$ cat src/rtl/imem_loader.sv
// ---------------------------------------------------------------------------
// imem_loader
//
// Boot-time program writer for the pipelined processor. A byte stream
// arrives over a valid/ready handshake and is packed into little-endian
// 32-bit words. The stream carries a header word N (the payload word count),
// N payload words and a trailing checksum word. The checksum is the 32-bit
// wrapping sum of the payload words.
//
// Each payload word is written into the instruction-memory write port. The
// core is held stalled until a load has been verified, and then released.
//
// Ports:
//   clock        system clock, rising edge
//   reset_n      synchronous active-low reset
//   start        one-cycle pulse that begins a load (ignored while busy)
//   in_data      stream byte
//   in_valid     in_data is valid
//   in_ready     loader accepts a byte this cycle
//   mem_we       instruction-memory write enable, one cycle per word
//   mem_addr     word address of the write (holds when mem_we=0)
//   mem_wdata    word written (holds when mem_we=0)
//   core_run     1 = core may execute, 0 = core held stalled
//   busy         load in progress
//   done         last load verified
//   error        last load failed (bad header or bad checksum)
//   words_loaded payload words written in the current or last load
// ---------------------------------------------------------------------------
module imem_loader #(
  parameter int ADDR_WIDTH = 8,
  parameter int DEPTH      = 256
) (
  input  logic                  clock,
  input  logic                  reset_n,
  input  logic                  start,
  input  logic [7:0]            in_data,
  input  logic                  in_valid,
  output logic                  in_ready,
  output logic                  mem_we,
  output logic [ADDR_WIDTH-1:0] mem_addr,
  output logic [31:0]           mem_wdata,
  output logic                  core_run,
  output logic                  busy,
  output logic                  done,
  output logic                  error,
  output logic [ADDR_WIDTH:0]   words_loaded
);

  typedef enum logic [2:0] {
    IDLE,
    HDR,
    LOAD,
    CSUM,
    DONE,
    ERROR
  } state_t;

  localparam logic [31:0] DepthWord = 32'(DEPTH);

  state_t                state_q,     state_d;
  logic [1:0]            laneCnt_q,   laneCnt_d;
  logic [23:0]           assembly_q,  assembly_d;
  logic [ADDR_WIDTH:0]   hdrCount_q,  hdrCount_d;
  logic [31:0]           checksum_q,  checksum_d;
  logic [ADDR_WIDTH:0]   loaded_q,    loaded_d;
  logic                  memWe_q,     memWe_d;
  logic [ADDR_WIDTH-1:0] memAddr_q,   memAddr_d;
  logic [31:0]           memWdata_q,  memWdata_d;

  logic                  streamPhase;
  logic                  xfer;
  logic                  wordDone;
  logic [31:0]           word;
  logic [ADDR_WIDTH:0]   loadedNext;

  // The loader only listens to the stream while a load is in progress.
  assign streamPhase = (state_q == HDR) || (state_q == LOAD) || (state_q == CSUM);
  assign xfer        = in_valid && streamPhase;

  // The first three bytes of a word are shifted in from the top of the
  // assembly register, so once three have arrived it holds {b2,b1,b0} and
  // the fourth byte on the bus completes the word without another cycle.
  assign word        = {in_data, assembly_q};
  assign wordDone    = xfer && (laneCnt_q == 2'd3);
  assign loadedNext  = loaded_q + 1'b1;

  // Status outputs are pure functions of the state, which makes done and
  // error mutually exclusive by construction and lets a single start edge
  // clear them together with core_run.
  assign in_ready     = streamPhase;
  assign busy         = streamPhase;
  assign done         = (state_q == DONE);
  assign core_run     = (state_q == DONE);
  assign error        = (state_q == ERROR);
  assign mem_we       = memWe_q;
  assign mem_addr     = memAddr_q;
  assign mem_wdata    = memWdata_q;
  assign words_loaded = loaded_q;

  // Next-state and datapath logic. Every register holds by default; the
  // write strobe defaults low so it lasts exactly one cycle per word.
  always_comb begin
    state_d    = state_q;
    laneCnt_d  = laneCnt_q;
    assembly_d = assembly_q;
    hdrCount_d = hdrCount_q;
    checksum_d = checksum_q;
    loaded_d   = loaded_q;
    memWe_d    = 1'b0;
    memAddr_d  = memAddr_q;
    memWdata_d = memWdata_q;

    if (xfer) begin
      laneCnt_d  = laneCnt_q + 2'd1;
      assembly_d = {in_data, assembly_q[23:8]};
    end

    case (state_q)
      IDLE, DONE, ERROR: begin
        if (start) begin
          state_d    = HDR;
          laneCnt_d  = 2'd0;
          checksum_d = 32'd0;
          loaded_d   = '0;
        end
      end

      HDR: begin
        if (wordDone) begin
          if ((word == 32'd0) || (word > DepthWord)) begin
            state_d = ERROR;
          end else begin
            hdrCount_d = word[ADDR_WIDTH:0];
            state_d    = LOAD;
          end
        end
      end

      // The address of each write is the count of words already written,
      // so the write index and words_loaded can never drift apart.
      LOAD: begin
        if (wordDone) begin
          memWe_d    = 1'b1;
          memAddr_d  = loaded_q[ADDR_WIDTH-1:0];
          memWdata_d = word;
          loaded_d   = loadedNext;
          checksum_d = checksum_q + word;
          if (loadedNext == hdrCount_q) begin
            state_d = CSUM;
          end
        end
      end

      CSUM: begin
        if (wordDone) begin
          state_d = (word == checksum_q) ? DONE : ERROR;
        end
      end

      default: state_d = IDLE;
    endcase
  end

  // State and datapath registers. Reset aborts any load in progress; the
  // instruction memory itself lives outside and keeps whatever was written.
  always_ff @(posedge clock) begin
    if (!reset_n) begin
      state_q    <= IDLE;
      laneCnt_q  <= 2'd0;
      assembly_q <= 24'd0;
      hdrCount_q <= '0;
      checksum_q <= 32'd0;
      loaded_q   <= '0;
      memWe_q    <= 1'b0;
      memAddr_q  <= '0;
      memWdata_q <= 32'd0;
    end else begin
      state_q    <= state_d;
      laneCnt_q  <= laneCnt_d;
      assembly_q <= assembly_d;
      hdrCount_q <= hdrCount_d;
      checksum_q <= checksum_d;
      loaded_q   <= loaded_d;
      memWe_q    <= memWe_d;
      memAddr_q  <= memAddr_d;
      memWdata_q <= memWdata_d;
    end
  end

endmodule
$ cat config.mk
export PLATFORM = sky130hd
export DESIGN_NAME = imem_loader
export DESIGN_NICKNAME = d
export VERILOG_FILES = /design/src/rtl/imem_loader.sv
export SDC_FILE = /design/constraint.sdc
export NUM_CORES = 1
export LEC_CHECK = 0
export BUFFER_PORTS_ARGS = -buffer_cell sky130_fd_sc_hd__buf_2
export CAP_MARGIN = 10
export CORE_MARGIN = 2
export CORE_UTILIZATION = 53
export CTS_CLUSTER_DIAMETER = 50
export DETAILED_ROUTE_END_ITERATION = 8
export PLACE_DENSITY = 0.76
export RECOVER_POWER = 100
export SYNTH_ARGS = -nofsm -noshare
export SYNTH_HDL_FRONTEND = slang
export SYNTH_SLANG_ARGS = --single-unit
$ cat constraint.sdc
create_clock -name clock -period 3.3 [get_ports clock]
set_clock_uncertainty 0.1 [all_clocks]
set_input_delay 0.33 -clock clock [delete_from_list [all_inputs] [get_ports clock]]
set_output_delay 0.33 -clock clock [all_outputs]
set_load 0.005 [all_outputs]
==> flow_summary.json, run 1 <==
{
  "synth_top_area_cell": "dfxtp_1",
  "antenna_found_initial": 0,
  "hold_viol_final": 0,
  "drv_cap": 0,
  "cts_sinks": 120,
  "postLayoutCoreUtil_pct": 64.4,
  "ir_drop_mv": 0.260,
  "final_cell_mix": "nand2_1 (179), dfxtp_1 (118), a21boi_0 (68)",
  "arrival_ps": 3410,
  "grt_max_degree": 99,
  "vias": 6022,
  "tns_ps": 0,
  "track_usage_pct": 27.4,
  "clkLatencyLatePin_ps": 420,
  "hpwl_um": 12400,
  "power_density_mw_per_mm2": 571,
  "core_mm2": 0.0119,
  "fin_crit_sh_pct": 95.9,
  "ys.flop_type": "dfxtp_1",
  "first_global_vias": 5553,
  "clk_pin_slew_ps": 60,
  "m1WireLength_um": 7580,
  "hold_path.class": "in -> reg",
  "critPathCaptureType": "flop",
  "grt_pass1_wl_um": 27900,
  "reg2reg_from": "assembly_q[17]$_SDFFE_PN0P_",
  "io_pins": 67,
  "gr-total-overflow": 0,
  "worstPathCellList": "ha_1 -> and3_1 -> nand2_1 -> or2_2 -> a2111oi_1 -> buf_4 -> o21ai_0 -> nand3_1 -> a31oi_1 -> xor2_1 -> or3_1 -> o21ai_0",
  "highest_layer": "met4",
  "htree_levels": 4,
  "critPathSlowestCell": "a2111oi_1",
  "synthArstFlopShare_pct": 0,
  "cts.root.buffer_cell": "clkbuf_16",
  "final_nets": 900,
  "setup_violations": 0,
  "syn_area_mm2": 0.00636,
  "num-fill-cells": 984,
  "synth_area_per_cell_um2": 8.13,
  "max_stage_delay_ps": 490,
  "cellLeakagePower_nw": 3.20,
  "wl_per_cell_um": 17.4,
  "fp.dieH_um": 114,
  "required_ps": 3550,
  "wl_met2_um": 8730,
  "drt_iter0_markers": 590,
  "path_max_fanout": 6,
  "synth_area_leaders": "dfxtp_1 (38%), nand2_1 (11%), a21boi_0 (8.0%), ha_1 (6.5%), nor2b_1 (3.2%)",
  "worst_hold_slack_ps": 117,
  "final_cells": 1014,
  "die_x_um": 114,
  "slew-limit-headroom_pct": 8.69,
  "cts_tree": "built",
  "die_area_mm2": 0.0129,
  "area_growth_pct": 20.1,
  "ant_nets": 0,
  "fmax_ghz": 0.316,
  "crit_type": "reg -> reg",
  "worstMarginPinSlew_ps": 1370,
  "pre_cts_ws_ps": -105,
  "synthCells": 782,
  "ys_seq_area_share_pct": 37.8,
  "clk_path_buf_depth": 2,
  "ys_ff_latch": 120,
  "first_pass_iters": 5,
  "fin_crit_ps": 3160,
  "wl_met3_um": 831,
  "dpl.cell_count": 982,
  "synth.distinct_cells": 61,
  "drc": 0,
  "critPathLaunch": "assembly_q[17]$_SDFFE_PN0P_",
  "cts_setup_buffers": 0,
  "min_from": "in_data[0]",
  "setup_slack_ps": 137,
  "slew_viol_final": 0,
  "crit_top_cell": "o21ai_0",
  "place_congestion": 0.953,
  "diodes": 0,
  "syn_nets": 828,
  "num_rows": 40,
  "drive_gt1_share_pct": 14.3,
  "initial_core_util_pct": 53.6,
  "status": "finished clean",
  "yosysWarnings": 0,
  "io_buffers": 66,
  "crit_path_start_kind": "flop",
  "synth_edf_count": 0,
  "vias_per_cell": 5.94,
  "numCtsBuffers": 17,
  "finalWirelength_um": 17700,
  "netlist.area_leader.share_pct": 37.8,
  "final_common_cell": "nand2_1"
}
[worst paths after layout]
kind	endpoint	slack [ps]	depth (start not counted)
worst min register to register	checksum_q[27]$_SDFFE_PN0P_	360	2
worst max-delay path	checksum_q[31]$_SDFFE_PN0P_	140	12
worst max register to register	checksum_q[31]$_SDFFE_PN0P_	140	12
worst min-delay path	mem_wdata[24]$_SDFFE_PN0P_	120	3
[flip-flops by register name, summed over array words and instances, names as in the netlist]
signal        flops
assembly_q       24
checksum_q       32
hdrCount_q        9
laneCnt_q         2
mem_addr          8
mem_wdata        32
mem_we            1
state_q           3
words_loaded      9
[synth_stat cells (all sizes together), types with 2 or more instances]
library cell	n
a21boi	68
o21ai	35
dfxtp	120
xor2	18
clkbuf	39
a21o	16
o31ai	2
nor2b	33
a21oi	42
nor4	19
nand2	179
and3	7
inv	8
xnor2	21
nand3	13
nand4	6
or2	2
nor3b	4
ha	33
a31oi	4
o22ai	2
a2111oi	3
mux2i	9
a22oi	13
nor2	28
and2	7
nor3	10
buf	6
nand2b	3
a211oi	5
o21bai	6
[logic make-up after synthesis]
logic type	after synthesis	share of synthesized area, %
xor+xnor	39	5.37
flops	120	37.8
buf+inv	53	3.36
compound gates	208	22.0
mux	9	1.42
simple gates	319	23.2
fa+ha+maj	34	6.81
[layer usage]
metal	GRT usage, %	up-vias
met5	0	-
met4	12.8	0
met3	5.26	47
met2	46.7	199
met1	33.4	2902
li1	-	2874
[worst max-delay path, delay by kind of cell, from the launching register on]
family	cells	cell delay, ps
AO/OA/AOI/OAI	4	760
flip-flops	1	380
AND/OR/NAND/NOR	5	1030
XOR/XNOR	1	160
adder cells (fa/ha/maj)	1	430
buffers and inverters	1	230
[power by group]
group | internal [W] | total, W | switching, W
registers | 0.00149 | 0.00156 | 0.0000642
clock network | 0.00155 | 0.00222 | 0.000674
logic | 0.000190 | 0.000579 | 0.000389
total | 0.00323 | 0.00436 | 0.00113
[repair_timing]
| item | 4_1_cts | 5_1_grt |
|---|---|---|
| resized for setup | 3 | 10 |
| hold buffers | 0 | 0 |
| pin swaps | 3 | 1 |
| endpoints found under the setup margin | 6 | 10 |
[final cells by class]
| cell class | instances | area (um2) | share of cell area [%] |
|---|---|---|---|
| inverter | 8 | 30.0 | 0.393 |
| clock inverter | 12 | 244 | 3.19 |
| timing repair buffer | 98 | 527 | 6.89 |
| clock buffer | 20 | 467 | 6.11 |
| multi-input combinational | 609 | 3780 | 49.5 |
| tap | 147 | 184 | 2.41 |
| sequential | 120 | 2400 | 31.5 |
[metrics by stage]
step | instance area (um2) | power [W]
2_1_floorplan | 6360 | 0.00196
3_3_place_gp | 6950 | 0.00215
3_5_place_dp | 6950 | 0.00217
4_1_cts | 7680 | 0.00438
5_1_grt | 7640 | 0.00449
6_report | 7640 | 0.00436
Note: power is estimated with default switching activity, not from simulation.
==> run 2: changes to the inputs <==
- CELL_PAD_IN_SITES_DETAIL_PLACEMENT: not set -> 0
- CELL_PAD_IN_SITES_GLOBAL_PLACEMENT: not set -> 1
- CORE_UTILIZATION: 53 -> 40
- PLACE_DENSITY: 0.76 -> not set
- PLACE_DENSITY_LB_ADDON: not set -> 0.1
==> run 2 against run 1 <==
Design area up 0.92%. Count of clock-buffer cells in the layout decreased by 3. Global-route usage is 4.4 points lower. Maximum frequency grew 0.26%. Highest routed layer unchanged. Flip-flop and latch count stayed put. Largest cell class unchanged.
==> flow_summary.json, run 2 (synthesized netlist as in run 1, its figures left out) <==
{
  "status": "finished clean",
  "reg2reg_depth": 13,
  "fmax_ghz": 0.317,
  "vias": 5860,
  "grt_max_degree": 87,
  "final_cell_mix": "nand2_1 (179), dfxtp_1 (119), a21boi_0 (67)",
  "gr-total-overflow": 0,
  "slew-limit-headroom_pct": 10.4,
  "final_common_cell": "nand2_1",
  "drc": 0,
  "cts_tree": "built",
  "worstMarginPinSlew_ps": 1340,
  "postLayoutCoreUtil_pct": 49.1,
  "pre_cts_ws_ps": -74.5,
  "required_ps": 3510,
  "clk_pin_slew_ps": 60,
  "arrival_ps": 3360,
  "diodes": 0,
  "hold_viol_final": 0,
  "finalWirelength_um": 19000,
  "min_path_cells": 3,
  "critPathCaptureType": "flop",
  "slew_viol_final": 0,
  "drt_iter0_markers": 274,
  "first_pass_iters": 6,
  "dpl_cell_area_mm2": 0.00710,
  "io_buffers": 66,
  "first_global_vias": 5636,
  "setup_violations": 0,
  "initial_core_util_pct": 40.5,
  "cellLeakagePower_nw": 3.10,
  "path_max_fanout": 3,
  "ant_nets": 0,
  "vias_per_cell": 5.36,
  "cts.root.buffer_cell": "clkbuf_16",
  "setup_slack_ps": 145,
  "crit_path_start_kind": "flop",
  "num_rows": 46,
  "antenna_found_initial": 0,
  "wl_per_cell_um": 17.4,
  "htree_levels": 4,
  "die_area_mm2": 0.0169,
  "fp.dieH_um": 130,
  "final_nets": 911,
  "grt_pass1_wl_um": 29700,
  "die_x_um": 130,
  "clkLatencyLatePin_ps": 420,
  "io_pins": 67,
  "numCtsBuffers": 17,
  "area_growth_pct": 21.2,
  "hold_path.class": "in -> reg",
  "track_usage_pct": 23.0,
  "fin_crit_ps": 3150,
  "place_congestion": 0.897,
  "drive_gt1_share_pct": 13.0,
  "ir_drop_mv": 0.331,
  "hpwl_um": 13800,
  "finalInstanceArea_mm2": 0.00771,
  "core_mm2": 0.0157,
  "fin_crit_sh_pct": 95.6,
  "cts_sinks": 120,
  "crit_type": "reg -> reg",
  "clk_path_buf_depth": 2,
  "power_density_mw_per_mm2": 537,
  "hold_buffers": 0,
  "drv_cap": 0
}
[run 2: cell types whose count changed in the layout (fill, tap and decap cells not counted), sizes merged]
cell / previous run / this run
inv: 8 / 9
bufinv: 7 / 4
buf: 74 / 61
clkinv: 3 / 4
clkbuf: 44 / 65
clkinvlp: 2 / 5
[run 2: worst paths after layout]
check | startpoint | to | slack, ps
max reg2reg | assembly_q[0]$_SDFFE_PN0P_ | checksum_q[30]$_SDFFE_PN0P_ | 150
min reg2reg | checksum_q[18]$_SDFFE_PN0P_ | checksum_q[18]$_SDFFE_PN0P_ | 360
min | in_data[6] | mem_wdata[30]$_SDFFE_PN0P_ | 110
max | assembly_q[0]$_SDFFE_PN0P_ | checksum_q[30]$_SDFFE_PN0P_ | 150
[run 2: area by class of cell]
type                            count  area [um2]
Multi-Input combinational cell    609        3810
Fill cell                        1571        8000
Tap cell                          216         270
Inverter                            8        30.0
Clock buffer                       17         425
Clock inverter                     14         201
Timing Repair Buffer              109         574
Sequential cell                   120        2400
[run 2: where the power goes]
part | switching [W] | total (W) | internal [W]
clock | 0.000703 | 0.00197 | 0.00126
sequential | 0.0000636 | 0.00156 | 0.00149
combinational | 0.000414 | 0.000615 | 0.000202
[run 2: metrics by stage]
stage | hold slack [ps] | setup TNS [ps] | power [W] | std cells
finish | 110 | 0 | 0.00414 | 1093
global route | 115 | -5.08 | 0.00430 | 1093
CTS | 101 | 0 | 0.00418 | 1091
detailed placement | 349 | -168 | 0.00221 | 1060
global placement | 339 | -74.5 | 0.00220 | 1060
floorplan | 326 | 0 | 0.00196 | 782
[run 2: routing by layer]
layer  GRT usage [%]  vias to the layer above  part of all wire [%]
li1                -                     2890                     -
met1            28.8                     2817                    45
met2            39.4                      118                    49
met3            4.59                       35                   3.6
met4            8.03                        0                   2.3
met5               0                        -                     0
[run 2: timing repair]
action,in CTS,in global routing
endpoints found under the setup margin,4,8
buffers inserted,0,2
pin swaps,3,10
gates resized for setup,3,11
[run 2: critical path: stages (launching register included)]
cell and delay, ps:
dfxtp_1 330, ha_4 170, fa_2 340, a21o_1 180
a21oi_2 150, o21bai_2 110, a2111oi_4 350, and4bb_1 270
o21ai_1 200, buf_4 150, a211oi_2 90, o2111ai_1 260
nand3_1 110, a32o_1 250
==> run 3: changes to the inputs <==
- CORE_ASPECT_RATIO: not set -> 1.5
==> run 3 against run 2 <==
Worst setup slack better by 37 ps. First-iteration DRC count grew 63%. Non-clock buffer count increased by 1. Clock power down 4%. Wire length grew 4.8%. Count of clock-buffer cells in the layout is 1 higher.
==> flow_summary.json, run 3 (synthesized netlist as in run 1, its figures left out) <==
{
  "htree_levels": 4,
  "num_rows": 56,
  "ant_nets": 0,
  "switching_share_pct": 30.2,
  "core_mm2": 0.0156,
  "wl_met3_um": 575,
  "clkLatencyLatePin_ps": 410,
  "power_frac_seq_pct": 39.0,
  "cts_tree": "built",
  "setup_slack_ps": 182,
  "fin_crit_ps": 3120,
  "fin_crit_sh_pct": 94.5,
  "arrival_ps": 3310,
  "cts_sinks": 120,
  "critPathCaptureType": "flop",
  "dpl_cell_area_mm2": 0.00711,
  "diodes": 0,
  "vias": 5955,
  "die_area_mm2": 0.0169,
  "antenna_found_initial": 0,
  "power_density_mw_per_mm2": 529,
  "area_growth_pct": 19.9,
  "wl_met2_um": 11200,
  "clk_path_buf_depth": 2,
  "p_int_w": 0.00282,
  "num-fill-cells": 1593,
  "cts.root.buffer_cell": "clkbuf_16",
  "hold_viol_final": 0,
  "p_comb_share_pct": 14.2,
  "clkPwrFrac_pct": 46.8,
  "highest_layer": "met4",
  "slew_viol_final": 0,
  "hold_buffers": 0,
  "wl_per_cell_um": 18.4,
  "worstMarginPinSlew_ps": 1380,
  "drv_cap": 0,
  "drc": 0,
  "pre_cts_ws_ps": -44.4,
  "p_sw_w": 0.00122,
  "first_global_vias": 5879,
  "status": "finished clean",
  "cellLeakagePower_nw": 3.11,
  "crit_path_start_kind": "flop",
  "grt_pass1_wl_um": 31200,
  "fmax_ghz": 0.321,
  "grt_max_degree": 58,
  "setup_violations": 0,
  "hold_path.class": "in -> reg",
  "drive_gt1_share_pct": 12.6,
  "path_max_fanout": 2,
  "drt_iter0_markers": 446,
  "gr-total-overflow": 0,
  "final_common_cell": "nand2_1",
  "die_x_um": 107,
  "required_ps": 3490,
  "numCtsBuffers": 17,
  "fp.dieH_um": 158,
  "io_buffers": 66,
  "final_nets": 912,
  "initial_core_util_pct": 40.7,
  "io_pins": 67,
  "finalWirelength_um": 19900,
  "finalInstanceArea_mm2": 0.00763,
  "hpwl_um": 14700,
  "track_usage_pct": 24.1,
  "crit_type": "reg -> reg",
  "final_cell_mix": "nand2_1 (179), dfxtp_1 (120), a21boi_0 (68)",
  "place_congestion": 0.866,
  "clk_pin_slew_ps": 60,
  "ir_drop_mv": 0.319,
  "m1WireLength_um": 7610,
  "first_pass_iters": 5,
  "vias_per_cell": 5.50,
  "slew-limit-headroom_pct": 7.96
}
run 3: cell count changes in the layout (fill, tap and decap cells not counted), moves of 2 or more:
cell	change
clkinvlp_4	-3
bufinv_16	-2
buf_4	+2
inv_6	+4
run 3: per-layer routing:
| metal | GRT usage [%] | vias up |
|---|---|---|
| li1 | - | 2907 |
| met1 | 24.7 | 2858 |
| met2 | 48.4 | 164 |
| met3 | 3.48 | 26 |
| met4 | 9.40 | 0 |
| met5 | 0 | - |
run 3: what timing repair did:
item,CTS,global route
gates resized for setup,1,5
endpoints found under the setup margin,1,10
pin swaps,0,4
buffers inserted,0,0
run 3: worst max-delay path: stages, from the launching register on:
cell and delay [ps]:
dfxtp_1 310, ha_1 220, fa_2 350, a21o_1 200
a21oi_2 150, o21bai_2 100, a2111oi_4 290, and4bb_2 300
or2_4 260, a221o_1 330, a31oi_1 170, xor2_1 160
o21ai_1 70
run 3: cell type report:
cell class / instances / area, um2 / share of cell area (%)
Sequential cell: 120 / 2400 / 31.5
Multi-Input combinational cell: 609 / 3760 / 49.3
Tap cell: 203 / 254 / 3.33
Clock buffer: 18 / 429 / 5.62
Clock inverter: 14 / 165 / 2.16
Timing Repair Buffer: 110 / 586 / 7.67
Inverter: 8 / 30.0 / 0.394
run 3: final timing paths:
kind | from | cells after the start | endpoint | slack, ps
max | assembly_q[0]$_SDFFE_PN0P_ | 12 | checksum_q[18]$_SDFFE_PN0P_ | 180
min | reset_n | 2 | assembly_q[22]$_SDFFE_PN0P_ | 100
max reg2reg | assembly_q[0]$_SDFFE_PN0P_ | 12 | checksum_q[18]$_SDFFE_PN0P_ | 180
min reg2reg | checksum_q[27]$_SDFFE_PN0P_ | 2 | checksum_q[27]$_SDFFE_PN0P_ | 350
run 3: power by group through the flow:
stage | Clock, W | Sequential (W) | Combinational [W]
after floorplan | 0 | 0.00156 | 0.000404
after global placement | 0 | 0.00160 | 0.000583
after detailed placement | 0 | 0.00160 | 0.000588
after CTS | 0.00193 | 0.00157 | 0.000591
after global routing | 0.00199 | 0.00158 | 0.000637
final | 0.00189 | 0.00157 | 0.000575
run 3: per-stage QoR:
stage	total power (W)	hold slack (ps)	setup TNS (ps)	cells	utilization, %
6_report	0.00404	97.9	0	1082	48.8
5_1_grt	0.00420	91.0	-12.2	1082	48.8
4_1_cts	0.00409	80.7	0	1082	49.3
3_5_place_dp	0.00219	343	-44.4	1050	45.5
3_3_place_gp	0.00219	337	-19.2	1050	45.5
2_1_floorplan	0.00196	326	0	782	-
